`src/rtl/regfile_pkg.sv`:
```
// Shared constants and dump FSM encoding for the general register file.
// Latency: n/a (declarations only).
// Backpressure: n/a.
// Port summary: none (package). Imported by regfile_param and regfile_dump.
package regfile_pkg;

    localparam int DEF_DATA_W   = 16;
    localparam int DEF_ADDR_W   = 4;
    localparam int DEF_ZERO_IDX = 0;
    localparam int DEF_LINK_IDX = 13;

    typedef enum logic {
        DUMP_IDLE = 1'b0,
        DUMP_SEND = 1'b1
    } dump_state_e;

endpackage

```
`src/rtl/regfile_dump.sv`:
```
// Debug dump engine: streams register indices 0..DEPTH-1 one beat per handshake.
// Latency: first beat valid the cycle after dump_start; one beat per accepted cycle.
// Backpressure: dump_ready low holds dump_idx; dump_data follows the live array value.
// Ports: dump_start (request, honoured only when idle), dump_ready (consumer accept),
//        rd_val (array value at dump_idx, supplied by the parent),
//        dump_valid/dump_idx/dump_data/dump_last/dump_busy (beat outputs).
module regfile_dump
    import regfile_pkg::*;
#(
    parameter int DATA_W = DEF_DATA_W,
    parameter int ADDR_W = DEF_ADDR_W
) (
    input  logic              clk,
    input  logic              rst,
    input  logic              dump_start,
    input  logic              dump_ready,
    input  logic [DATA_W-1:0] rd_val,
    output logic              dump_valid,
    output logic [ADDR_W-1:0] dump_idx,
    output logic [DATA_W-1:0] dump_data,
    output logic              dump_last,
    output logic              dump_busy
);

    localparam logic [ADDR_W-1:0] LAST_IDX = {ADDR_W{1'b1}};

    dump_state_e       state_q, state_d;
    logic [ADDR_W-1:0] idx_q, idx_d;

    always_comb begin
        state_d = state_q;
        idx_d   = idx_q;
        case (state_q)
            DUMP_IDLE: begin
                if (dump_start) begin
                    state_d = DUMP_SEND;
                    idx_d   = '0;
                end
            end
            DUMP_SEND: begin
                if (dump_ready) begin
                    // Counter saturates at the last index; the next dump restarts from 0.
                    if (idx_q == LAST_IDX) begin
                        state_d = DUMP_IDLE;
                    end else begin
                        idx_d = idx_q + 1'b1;
                    end
                end
            end
            default: begin
                state_d = DUMP_IDLE;
                idx_d   = '0;
            end
        endcase
    end

    always_ff @(posedge clk or negedge rst) begin
        if (!rst) begin
            state_q <= DUMP_IDLE;
            idx_q   <= '0;
        end else begin
            state_q <= state_d;
            idx_q   <= idx_d;
        end
    end

    assign dump_valid = (state_q == DUMP_SEND);
    assign dump_busy  = (state_q == DUMP_SEND);
    assign dump_idx   = idx_q;
    assign dump_last  = dump_valid && (idx_q == LAST_IDX);
    // Data is gated to zero outside a dump so the idle bus is quiet.
    assign dump_data  = dump_valid ? rd_val : '0;

endmodule

```
`src/rtl/regfile_param.sv`:
```
// Parametrised multi-read-port register file with zero register, link write and dump port.
// Latency: reads combinational; writes land at the rising edge (same-cycle visible with bypass).
// Backpressure: only the dump stream is handshaked (dump_valid/dump_ready); other ports never stall.
// Ports: wr_* writeback, link_* link register write, fwd_* ALU forward (bypass builds only),
//        rd_addr/rd_data packed read ports (port 0 in LSBs), dump_* debug stream,
//        debug_out flat array image (register 0 in the MSBs).
// Build option: define REGFILE_BYPASS_EN to forward same-cycle fwd/wr/link values onto rd_data.
module regfile_param
    import regfile_pkg::*;
#(
    parameter int DATA_W   = DEF_DATA_W,
    parameter int ADDR_W   = DEF_ADDR_W,
    parameter int NUM_READ = 2,
    parameter int ZERO_IDX = DEF_ZERO_IDX,
    parameter int LINK_IDX = DEF_LINK_IDX
) (
    input  logic                         clk,
    input  logic                         rst,
    input  logic                         wr_en,
    input  logic [ADDR_W-1:0]            wr_addr,
    input  logic [DATA_W-1:0]            wr_data,
    input  logic                         link_en,
    input  logic [DATA_W-1:0]            link_data,
    input  logic                         fwd_en,
    input  logic [ADDR_W-1:0]            fwd_addr,
    input  logic [DATA_W-1:0]            fwd_data,
    input  logic [NUM_READ*ADDR_W-1:0]   rd_addr,
    output logic [NUM_READ*DATA_W-1:0]   rd_data,
    input  logic                         dump_start,
    output logic                         dump_valid,
    input  logic                         dump_ready,
    output logic [ADDR_W-1:0]            dump_idx,
    output logic [DATA_W-1:0]            dump_data,
    output logic                         dump_last,
    output logic                         dump_busy,
    output logic [(2**ADDR_W)*DATA_W-1:0] debug_out
);

    localparam int DEPTH = 2**ADDR_W;
    localparam logic [ADDR_W-1:0] ZERO_A = ADDR_W'(ZERO_IDX);
    localparam logic [ADDR_W-1:0] LINK_A = ADDR_W'(LINK_IDX);

    logic [DATA_W-1:0] regs_q [DEPTH];
    logic [DATA_W-1:0] regs_d [DEPTH];

    // Link write applied first so a writeback to the same index overrides it.
    always_comb begin
        for (int i = 0; i < DEPTH; i++) begin
            regs_d[i] = regs_q[i];
        end
        if (link_en && (LINK_A != ZERO_A)) begin
            regs_d[LINK_A] = link_data;
        end
        if (wr_en && (wr_addr != ZERO_A)) begin
            regs_d[wr_addr] = wr_data;
        end
    end

    always_ff @(posedge clk or negedge rst) begin
        if (!rst) begin
            for (int i = 0; i < DEPTH; i++) begin
                regs_q[i] <= '0;
            end
        end else begin
            for (int i = 0; i < DEPTH; i++) begin
                regs_q[i] <= regs_d[i];
            end
        end
    end

    // Read muxes: later assignments have higher priority; zero register last so it always wins.
    always_comb begin : rd_mux
        logic [ADDR_W-1:0] a;
        logic [DATA_W-1:0] v;
        rd_data = '0;
        for (int p = 0; p < NUM_READ; p++) begin
            a = rd_addr[p*ADDR_W +: ADDR_W];
            v = regs_q[a];
`ifdef REGFILE_BYPASS_EN
            if (link_en && (a == LINK_A)) v = link_data;
            if (wr_en && (wr_addr == a))  v = wr_data;
            if (fwd_en && (fwd_addr == a)) v = fwd_data;
`endif
            if (a == ZERO_A) v = '0;
            rd_data[p*DATA_W +: DATA_W] = v;
        end
    end

`ifndef REGFILE_BYPASS_EN
    // Forward inputs have no effect without bypass.
    logic unused_fwd;
    assign unused_fwd = ^{fwd_en, fwd_addr, fwd_data};
`endif

    always_comb begin
        debug_out = '0;
        for (int i = 0; i < DEPTH; i++) begin
            debug_out[(DEPTH-1-i)*DATA_W +: DATA_W] = regs_q[i];
        end
    end

    regfile_dump #(
        .DATA_W (DATA_W),
        .ADDR_W (ADDR_W)
    ) u_dump (
        .clk        (clk),
        .rst        (rst),
        .dump_start (dump_start),
        .dump_ready (dump_ready),
        .rd_val     (regs_q[dump_idx]),
        .dump_valid (dump_valid),
        .dump_idx   (dump_idx),
        .dump_data  (dump_data),
        .dump_last  (dump_last),
        .dump_busy  (dump_busy)
    );

endmodule
```
`config.mk`:
```
export PLATFORM = sky130hd
export DESIGN_NAME = regfile_param
export DESIGN_NICKNAME = d
export VERILOG_FILES = /design/src/rtl/regfile_pkg.sv /design/src/rtl/regfile_dump.sv /design/src/rtl/regfile_param.sv
export SDC_FILE = /design/constraint.sdc
export NUM_CORES = 1
export LEC_CHECK = 0
export CAP_MARGIN = 20
export CORE_MARGIN = 4
export CORE_UTILIZATION = 46
export DETAILED_ROUTE_END_ITERATION = 8
export GPL_TIMING_DRIVEN = 1
export PLACE_DENSITY = 0.74
export SETUP_SLACK_MARGIN = 0.5
export SYNTH_ARGS = -nofsm -noshare
export SYNTH_HDL_FRONTEND = slang
export SYNTH_SLANG_ARGS = --single-unit
```
`constraint.sdc`:
```
create_clock -name clk -period 2 [get_ports clk]
set_input_delay 0.3 -clock clk [delete_from_list [all_inputs] [get_ports clk]]
set_output_delay 0.3 -clock clk [all_outputs]
set_load 0.05 [all_outputs]
```
# Yosys cells after proc, flatten, opt, wreduce, memory -nomap -nowiden
# Index checks and enable logic that the tools add are counted.
# totals
regBits	261
input_bits	71
out_inout_bits	311
wordCells	65
# op_classes
addsub	1
order_cmp	5
n_eq_ne	4
n_mux	25
n_bitwise	5
n_reduce_logical	7
# ops
op	count
256-bit bitwise mux	1
16-bit binary-select mux with 4-bit select	3
16-bit two-way mux	11
16-bit demux with 4-bit select	1
48-bit two-way mux	1
5-bit >= comparator (second input constant)	4
4-bit inverter with 5-bit output	4
4-bit two-way mux	3
4-bit zero test	2
4-bit case mux with 2 select lines	1
2-bit inequality test (second input constant)	3
5-bit by 1-bit less-than comparator with 1-bit output (second input constant)	1
4-bit by 1-bit adder with 4-bit output (second input constant)	1
4-bit equality test (second input constant)	1
4-bit nonzero test	1
1-bit logical AND	3
1-bit two-way mux	3
3-bit AND reduction	1
1-bit case mux with 2 select lines	1
1-bit inverter	1

# Depth between registers and ports, before layout
# depth
depth_word	7
ltp_mapped	7

# Cells and area by module
# A second synthesis with hierarchy kept.
# hier_totals
cells_unflattened	1084
area_unflattened_um2	15897.7
# modules_own_cells
mod	instances	cells_per_inst	area_each_um2	seq_area_each_um2
regfile_param	1	1038	15511.1	6406.1
regfile_dump	1	46	386.6	125.1

# Worst setup path before layout
# Ideal clock, no wire load.
# synth_timing
kind	register -> output
from	register u_dump.idx_q[1] (netlist: u_dump.dump_idx[1])
to	output port dump_data[10]
arrival_time_ns	2.496
setup_slack_ns	-0.796
path_stages_with_launch	7
cell_sequence	dfrtp_1 > buf_2 > buf_2 > clkinv_1 > buf_2 > mux2i_1 > o22ai_1
# synth_via
elab_chain_len	5
# synth_rtl
element	line_no	source
start, declared	regfile_dump.sv:28	logic [ADDR_W-1:0] idx_q, idx_d;
start signal, assigned	regfile_dump.sv:63	idx_q <= idx_d;
4-bit inverter with 5-bit output (implied by the code)	regfile_param.sv:110	.rd_val (regs_q[dump_idx]),
16-bit binary-select mux with 4-bit select	regfile_param.sv:110	
16-bit two-way mux (implied by the code) (2 in a row)	regfile_param.sv:110	
16-bit two-way mux	regfile_dump.sv:72	assign dump_data = dump_valid ? rd_val : '0;
end, declared	regfile_param.sv:33	output logic [DATA_W-1:0] dump_data,
# Every way passes these cells. The select of a mux whose other input is x is not followed.

# Final worst setup path
# layout_timing
from	register u_dump.idx_q[0] (netlist: u_dump.dump_idx[0])
to	output port dump_data[5]
# The elaborated chain is that of the path after synthesis.

==> results.json <==
{
  "yosys-top-cells-area": "dfrtp_1 (41%), mux4_2 (25%), mux2_2 (11%), mux2_1 (5.4%), mux2i_1 (3.6%)",
  "final_common_cell": "buf_6",
  "ys_warn_count": 0,
  "die_x_um": 194,
  "routed-via-count": 14100,
  "viasPerCell": 6.46,
  "combPwrFrac": 0.632,
  "netSwitchingFraction": 0.435,
  "critPathKind": "register to output pin",
  "worstPathArrival_ps": 2460,
  "clk_pin_slew_ps": 60,
  "grt_util_all_layers": 0.340,
  "seqPwrFrac": 0.217,
  "routedWlPerCell_um": 31.7,
  "placed_cell_area_um2": 22100,
  "endpoint_kind": "output pin",
  "switchingPower_mw": 16.9,
  "max_freq_ghz": 0.362,
  "worst-path-max-fanout": 12,
  "cts_made_buffers": 30,
  "p_int_mw": 21.9,
  "ys_seq_elements": 261,
  "vdd_ir_drop_max_uv": 1160,
  "rr_startpoint": "u_dump.dump_idx[0]$_DFFE_PN0P_",
  "maxCapViolations": 0,
  "gp_congestion": 0.912,
  "power.share.clock": 0.151,
  "violations": "negative setup slack",
  "fp-row-count": 67,
  "wl_um": 69300,
  "synth_xor_area_frac": 0.00110,
  "initial_utilization": 0.472,
  "final_cell_mix": "buf_6 (292), dfrtp_2 (233), mux4_2 (180)",
  "io_pins": 382,
  "status": "finished with violations",
  "core_um2": 33900,
  "avgSynthCellArea_um2": 15.2,
  "period_needed_ps": 2760,
  "critPathLaunchType": "register",
  "synth_top_area_frac": 0.409,
  "hpwlAfterDp_um": 43600,
  "synth_fp_nets": 1124,
  "synthCells": 1052,
  "r2r_cells": 11,
  "cts-root-buf": "clkbuf_16",
  "design_area_um2": 26800,
  "power_leakage_nw": 11.5,
  "fin_crit_sh": 1.38,
  "max_slew.worst_pin.slew_ps": 680,
  "drc_errors": 0,
  "r2r_slack_ps": -180,
  "setup_slack_ps": -765,
  "die_h_um": 194,
  "drt_iter0_markers": 1499,
  "grt_pass1_wl_um": 98000,
  "reg2reg_to": "u_dump.dump_idx[3]$_DFFE_PN0P_",
  "utilization": 0.792,
  "clock_sinks": 261,
  "grt_overflow": 0,
  "yosys.area_share.adder": 0.000783,
  "synth_top_family_by_area": "multiplexers",
  "relSlewSlack": 0.545,
  "clk_latency_ps": 550,
  "final_hold_viol_count": 0,
  "cts_tree": "done",
  "yosys.cell_types.count": 46,
  "rsz0062_at_grt": "true",
  "fin_nets": 1783,
  "first_global_vias": 14600,
  "power_density_nw_per_um2": 1450,
  "die_area_um2": 37800,
  "ant_nets": 0,
  "synthMuxAreaShare": 0.479,
  "place_ws_ps": -287,
  "synth_top_area_cell": "dfrtp_1",
  "slew_viol_final": 0,
  "worstPathRequired_ps": 1700,
  "antenna_found_initial": 5,
  "cts_max_path_buffers": 3,
  "grt_max_degree": 66,
  "setup_violations": 53,
  "synth_compound_area_frac": 0.0405,
  "synthSimpleGateAreaFrac": 0.0270,
  "power.total_mw": 38.9,
  "layout-drive-gt1-share": 0.821,
  "drt_pass1_iterations": 8,
  "syn_to_final_growth_pct": 68.0,
  "hp-class": "input pin to async pin",
  "syn-cell-area_um2": 16000,
  "ys_seq_area_frac": 0.409,
  "numPortBuffers": 360,
  "h-tree-depth": 1,
  "skew_ps": 5.70
}
kinds of logic (layout without fill, tap and decap cells):
kind of cell | after synthesis | in the layout
xor gates and xnor gates | 2 | 2
buffers and inverters | 123 | 806
muxes | 495 | 495
other | 0 | 4
AOI/OAI and AO/OA | 90 | 90
and+or+nand+nor | 80 | 80
DFF | 261 | 261
adders and majority gates | 1 | 1
layout make-up:
class / count / area [µm²]
Clock buffer: 39 / 846
Inverter: 2 / 10.0
Tap cell: 448 / 561
Clock inverter: 17 / 198
Fill cell: 1779 / 7030
Multi-Input combinational cell: 668 / 9180
Sequential cell: 261 / 6830
Antenna cell: 4 / 10.0
Timing Repair Buffer: 748 / 9210
per-stage QoR:
stage               hold WS (ps)  TNS (ps)  std cells
floorplan                   4.41     -3520       1052
global placement             246    -16430       1921
detailed placement           250    -20920       1921
CTS                          265    -26400       2110
global route                 287    -29460       2187
finish                       240    -27520       2187
state kept, by name, indices dropped and copies added (netlist names):
signal            count
u_dump.dump_busy      1
u_dump.dump_idx       4
debug_out           256
how the worst max path moves through the flow:
stage | start | slack [ps] | to
6_report | u_dump.dump_idx[0]$_DFFE_PN0P_ | -760 | dump_data[5]
5_1_grt | u_dump.dump_idx[0]$_DFFE_PN0P_ | -800 | dump_data[5]
4_1_cts | u_dump.dump_idx[0]$_DFFE_PN0P_ | -750 | dump_data[15]
3_5_place_dp | rd_addr[1] | -290 | rd_data[1]
3_3_place_gp | rd_addr[3] | -270 | rd_data[13]
2_1_floorplan | u_dump.dump_idx[0]$_DFFE_PN0P_ | -380 | dump_data[15]
what timing repair did:
action / CTS / global route
pin swaps: 18 / 9
hold buffers: 1 / 0
hold endpoints to repair: 42 / 0
gates cloned: 2 / 2
buffers inserted: 130 / 71
gates resized for setup: 2024 / 117
endpoints found under the setup margin: 371 / 318
cells in the mapped netlist (all sizes together):
master,instances
o31ai,1
nand2,39
a21o,2
a21oi,6
dfrtp,261
clkinv,1
and2,3
nand3b,2
and3,1
xnor2,2
o21ai,20
nor2b,7
a31oi,1
mux2,257
nand2b,5
a311oi,5
buf,67
nand4,2
or3,3
mux4,180
o2111ai,5
ha,1
inv,1
nor2,11
nand3,4
a22o,30
clkbuf,54
o211ai,1
a221oi,1
mux2i,58
a22oi,7
nor3b,3
o22ai,11
critical path, cell delays in order, from the launching register on:
cell     delay, ps
dfrtp_4        500
buf_12         190
buf_12         150
mux4_2         550
mux2i_2        220
o22ai_2        110
buf_6          170
power by group through the flow:
stage | clock (mW) | sequential [mW] | combinational [mW]
2_1_floorplan | 0 | 11.8 | 8.53
3_3_place_gp | 0 | 8.36 | 18.9
3_5_place_dp | 0 | 8.41 | 19.2
4_1_cts | 5.84 | 8.29 | 22.9
5_1_grt | 6.12 | 8.54 | 25.2
6_report | 5.88 | 8.43 | 24.6
routing by layer:
layer,wire (µm),GRT usage
met1,24900,0.442
met2,33100,0.554
met3,6570,0.0734
met4,4680,0.151
met5,13,0
No activity file was read; power rests on OpenSTA's default activity.
